[src/rtl/syscon_pkg.sv]
// Shared types and defaults for the system clock/reset controller.
// Holds the state encoding, the counter width and the parameter defaults.
package syscon_pkg;

   typedef enum logic [1:0] {
      ASSERT  = 2'd0,
      STRETCH = 2'd1,
      RUN     = 2'd2
   } state_t;

   localparam int CNT_W            = 8;
   localparam int SYNC_STAGES_DEF  = 2;
   localparam int RESET_CYCLES_DEF = 31;
   localparam int USE_BUFG_DEF     = 0;

endpackage

[src/rtl/bufg.sv]
// Behavioural stand-in for the Xilinx BUFG primitive, for simulation and lint.
// Leave this file out of the build when the vendor unisim library supplies BUFG.
module BUFG (
   input  logic I,
   output logic O
);

   assign O = I;

endmodule

[src/rtl/reset_sync.sv]
// Reset synchronizer: asserts asynchronously, releases after STAGES clock edges.
module reset_sync #(
   parameter int STAGES = 2
) (
   input  logic i_clk,
   input  logic i_rst,
   output logic o_rst
);

   // Declaration value gives the all-ones power-up state after configuration.
   logic [STAGES-1:0] r_sync = '1;

   always_ff @(posedge i_clk or posedge i_rst) begin
      if (i_rst) begin
         r_sync <= '1;
      end else begin
         r_sync <= {r_sync[STAGES-2:0], 1'b0};
      end
   end

   assign o_rst = r_sync[STAGES-1];

endmodule

[src/rtl/system_controller_xilinx.sv]
// Board clock/reset to SoC clock/reset: synchronized, stretched reset release
// with asynchronous assertion, and optional BUFG on the distributed clock.
module system_controller_xilinx
   import syscon_pkg::*;
#(
   parameter int SYNC_STAGES  = SYNC_STAGES_DEF,
   parameter int RESET_CYCLES = RESET_CYCLES_DEF,
   parameter int USE_BUFG     = USE_BUFG_DEF
) (
   input  logic clk_sys_i,
   input  logic rst_sys_i,
   output logic clk_i,
   output logic rst_i,
   output logic nrst_i
);

   localparam logic [CNT_W-1:0] LP_LIMIT = CNT_W'(RESET_CYCLES);

   logic             w_sync_rst;
   state_t           w_state_next;
   logic [CNT_W-1:0] w_cnt_next;

   // Declaration values are the power-up state after configuration.
   state_t           r_state = ASSERT;
   logic [CNT_W-1:0] r_cnt   = '0;
   logic             r_rst   = 1'b1;
   logic             r_nrst  = 1'b0;

   reset_sync #(
      .STAGES (SYNC_STAGES)
   ) u_reset_sync (
      .i_clk (clk_sys_i),
      .i_rst (rst_sys_i),
      .o_rst (w_sync_rst)
   );

   always_comb begin
      w_cnt_next = r_cnt;
      if (w_sync_rst) begin
         w_cnt_next = '0;
      end else if (r_cnt < LP_LIMIT) begin
         w_cnt_next = r_cnt + 1'b1;
      end
   end

   // Decoding on the next count lets the output flop fall on the very edge
   // the count reaches its limit, keeping rst_i a pure register output.
   always_comb begin
      w_state_next = r_state;
      if (w_sync_rst) begin
         w_state_next = ASSERT;
      end else begin
         case (r_state)
            ASSERT, STRETCH: w_state_next = (w_cnt_next >= LP_LIMIT) ? RUN : STRETCH;
            RUN:             w_state_next = RUN;
            default:         w_state_next = ASSERT;
         endcase
      end
   end

   always_ff @(posedge clk_sys_i or posedge rst_sys_i) begin
      if (rst_sys_i) begin
         r_state <= ASSERT;
         r_cnt   <= '0;
         r_rst   <= 1'b1;
         r_nrst  <= 1'b0;
      end else begin
         r_state <= w_state_next;
         r_cnt   <= w_cnt_next;
         r_rst   <= (w_state_next != RUN);
         r_nrst  <= (w_state_next == RUN);
      end
   end

   assign rst_i  = r_rst;
   assign nrst_i = r_nrst;

   generate
      if (USE_BUFG != 0) begin : g_bufg
         BUFG u_bufg (
            .I (clk_sys_i),
            .O (clk_i)
         );
      end else begin : g_wire
         assign clk_i = clk_sys_i;
      end
   endgenerate

endmodule

[config.mk]
export PLATFORM = sky130hd
export DESIGN_NAME = system_controller_xilinx
export DESIGN_NICKNAME = d
export VERILOG_FILES = /design/src/rtl/syscon_pkg.sv /design/src/rtl/bufg.sv /design/src/rtl/reset_sync.sv /design/src/rtl/system_controller_xilinx.sv
export SDC_FILE = /design/constraint.sdc
export NUM_CORES = 1
export LEC_CHECK = 0
export CAP_MARGIN = 40
export CORE_UTILIZATION = 34
export DETAILED_ROUTE_END_ITERATION = 10
export HOLD_SLACK_MARGIN = 0.15
export MAX_ROUTING_LAYER = met4
export PLACE_DENSITY = 0.52
export SLEW_MARGIN = 20
export SYNTH_ARGS = -nofsm -noshare
export SYNTH_HDL_FRONTEND = slang
export SYNTH_HIERARCHICAL = 1
export SYNTH_SLANG_ARGS = --single-unit
[constraint.sdc]
create_clock -name clk_sys_i -period 1.9 [get_ports clk_sys_i]
set_input_delay 0.285 -clock clk_sys_i [delete_from_list [all_inputs] [get_ports clk_sys_i]]
set_output_delay 0.285 -clock clk_sys_i [all_outputs]
set_load 0.02 [all_outputs]
### Word level (Yosys, flattened, before mapping)

Cells that the tools add are included.

| cells by class | value |
|---|---|
| add/sub/neg operators | 1 |
| magnitude comparators | 2 |
| equal/unequal tests | 4 |
| muxes and demuxes | 5 |
| reduce and logical (&&, ||, !) cells | 2 |

Operator list:

| kind | number |
|---|---|
| $mux 8 | 2 |
| $add 8x1->8 const B | 1 |
| $ge 8x5->1 const B | 1 |
| $lt 8x5->1 const B | 1 |
| $eq 2x2->1 const B | 2 |
| $mux 2 | 2 |
| $pmux 2 s2 | 1 |
| $eq 2x1->1 const B | 1 |
| $logic_not 2->1 | 1 |
| $ne 2x2->1 const B | 1 |
| $reduce_or 2->1 | 1 |

| word-level totals | value |
|---|---|
| register bits | 14 |
| input bits | 2 |
| output and inout port bits | 3 |

### Logic depth before layout (Yosys ltp)

| depth | value |
|---|---|
| depth after elaboration | 8 |
| depth in mapped cells | 6 |
| depth with buffers taken out | 6 |

### Hierarchy

Netlist, hierarchy kept.

Modules (own cells, without submodules):

| module | times used | cells each | area each (µm²) |
|---|---|---|---|
| system_controller_xilinx | 1 | 59 | 603.1 |
| reset_sync | 1 | 4 | 60.1 |

==> summary.md <==
| Metric | Value |
|---|---|
| Final WL | `1234 µm` |
| CTS tree | `done` |
| Fmax achieved | `550.5 MHz` |
| DRT iter0 DRCs | `11` |
| CP Capture Type | `flop` |
| Pwr dens | `876.2 nW/µm²` |
| Max-slew violation count | `0` |
| DR DRC count | `0` |
| Vias in the first global route | `478` |
| Die area | `2131 µm²` |
| Critical Path RT | `2.22 ns` |
| GRT overflow | `0` |
| Ys async rst share | `100.0%` |
| Overall power | `0.7159 mW` |
| Final Critical Period | `1.817 ns` |
| Mapped cell area | `663.1 µm²` |
| WL/cell | `12.22 µm` |
| Synth top area share | `41.51%` |
| HPWL after DPL | `848.4 µm` |
| Hold buffer count at CTS | `0` |
| Crit path launch type | `flop` |
| Vias/cell | `5.188` |
| Synth Register Bits | `14` |
| Peak VDD IR | `0.5608 mV` |
| CP Class | `flop to flop` |
| Total of max-cap violations | `0` |
| DP Area | `744.5 µm²` |
| Biggest cell delay along the critical path | `0.42 ns` |
| Critical-path cell list | `ha_2 -> nor4b_1 -> o21bai_1 -> a21oi_1 -> a311oi_2 -> a211o_1` |
| Critical Path AT | `2.14 ns` |
| Post-synth EDFFs | `0` |
| Antenna Nets Post-Route | `0` |
| Worst Hold Class | `input pin to asynchronous set/reset pin` |
| Setup Total Neg Slack | `0 ns` |
| First-pass GRT wire length | `2042 µm` |
| Register area share after synthesis | `53.40%` |
| Clock latency on the worst-skew pair | `0.39 ns` |
| Synth-to-Final Area Change | `23.21%` |
| R2R depth | `6` |
| Worst-path maximum fanout | `6` |
| Rows | `15` |
| Port bufs | `4` |
| Setup Skew | `0.001189 ns` |
| Status | `complete, no violations` |
| Crit Reg-Reg Startpoint | `r_cnt[0]` |
| DR pass1 iterations | `4` |
| GP Congestion | `0.7686` |
| Leakage | `0.3694 nW` |
| FF-to-FF End | `rst_i` |
| Syn. warnings | `6` |
| Initial antenna violation count | `0` |
| Tcrit/Tclk final | `95.61%` |
| All-layer global routing usage | `14.71%` |
| WHS | `0.2274 ns` |
| Top post-synthesis cells by area | `dfrtp_1 (42%), dfstp_2 (12%), a21oi_1 (3.8%)` |
| Diode count | `0` |
| Reg2Reg Setup Slack | `0.08 ns` |
| Final Hold Fails | `0` |
| Nets | `80` |
| Final Core Density | `45.82%` |
| Crit path max-delay family | `compound AO/OA/AOI/OAI gates` |
| RSZ-0062 raised after global routing | `true` |
| Reg clk slew, reported paths | `0.09 ns` |
| Crit path buffers/inverters | `0` |
| Post-Syn Area per Cell | `10.53 µm²` |
| Dpl cells | `93` |
| Yosys cell types | `30` |
| Syn nets | `66` |
| Area leader, netlist | `dfrtp_1` |
| Post-route setup slack | `0.08346 ns` |
| Final setup fails | `0` |
| Post-route cell area | `817.0 µm²` |
| Largest net degree at the start of global routing | `13` |
| # IOs | `5` |
| Place WS | `0.08859 ns` |
| Layout cell share with drive strength beyond 1 | `28.95%` |
| Slowest CP cell | `dfrtp_1` |
| Top FF cell, synth | `dfrtp_1` |
| Synth Instances | `63` |
| Final Non-Filler Cells | `101` |
| Initial Util | `37.19%` |
| Core area | `1783 µm²` |
| DR vias | `524` |
| Die width | `46.17 µm` |
| DIE HEIGHT | `46.17 µm` |
-- cells in the mapped netlist (2+ instances only) --
master / instances
nor3_2: 2
dfrtp_1: 11
inv_1: 2
a21oi_1: 5
nor2_1: 6
nand2_1: 4
o21ai_0: 2
nand3_1: 4
a211oi_1: 2
nor2b_1: 2
and3_1: 2
dfstp_2: 3
-- how the worst max path moves through the flow --
stage	to	cells past startpoint	startpoint
floorplan	rst_i	5	r_cnt[6]
CTS	rst_i	6	r_cnt[0]
detailed placement	rst_i	6	r_cnt[0]
global route	r_state[0]	6	r_cnt[0]
finish	rst_i	6	r_cnt[0]
global placement	r_state[1]	6	r_cnt[0]
-- cells in the final DEF (no fill, tap or decap), drive strengths merged, types with 2 or more instances in the layout --
master          n
nor2b           3
a211oi          2
and3            2
dfrtp          11
dfstp           3
clkdlybuf4s50   3
o21ai           2
nand3           4
a21oi           5
buf             4
nor2            6
inv             2
nor3            2
nand2           4
clkbuf          7
-- state kept, by name (all words and copies together), names as in the netlist --
register	cells
r_cnt	8
r_state	2
u_reset_sync/r_sync	2
nrst_i	1
rst_i	1
-- layer usage --
layer / up-vias / track usage [%] / share of wire, %
met1: 251 / 19.02 / 51
met4: 0 / 9.412 / 0.57
met3: 2 / 5.098 / 3.2
met5: - / - / 0
li1: 256 / - / -
met2: 15 / 19.15 / 45
-- final cells by class --
type                    count  area, µm²
clock buffers               8      67.56
fillers                   172      965.9
inverters                   2      7.507
multi-input cells          45      296.5
flip-flops and latches     14      354.1
well taps                  25      31.28
repair buffers              7      60.06
-- report_power, final --
part | internal (mW) | leakage, nW | switching, mW
clock network | 0.206 | 0.0401 | 0.153
logic | 0.0174 | 0.149 | 0.0206
registers | 0.308 | 0.180 | 0.0101
-- kinds of logic (layout without fill, tap and decap cells) --
kind of cell,after synthesis,in the layout,synth area share [%]
adders and majority gates,1,1,1.886
buffers and inverters,4,17,3.019
xor gates and xnor gates,1,1,1.321
and+or+nand+nor,26,26,22.45
AOI/OAI and AO/OA,16,16,17.36
DFF,14,14,53.40
other,1,1,0.5655
-- what timing repair did --
action,CTS,global route
resized for setup,1,2
setup endpoints to repair,1,4
buffers inserted,0,1
pin swaps,0,0
Power figures use the tool's default switching activity.
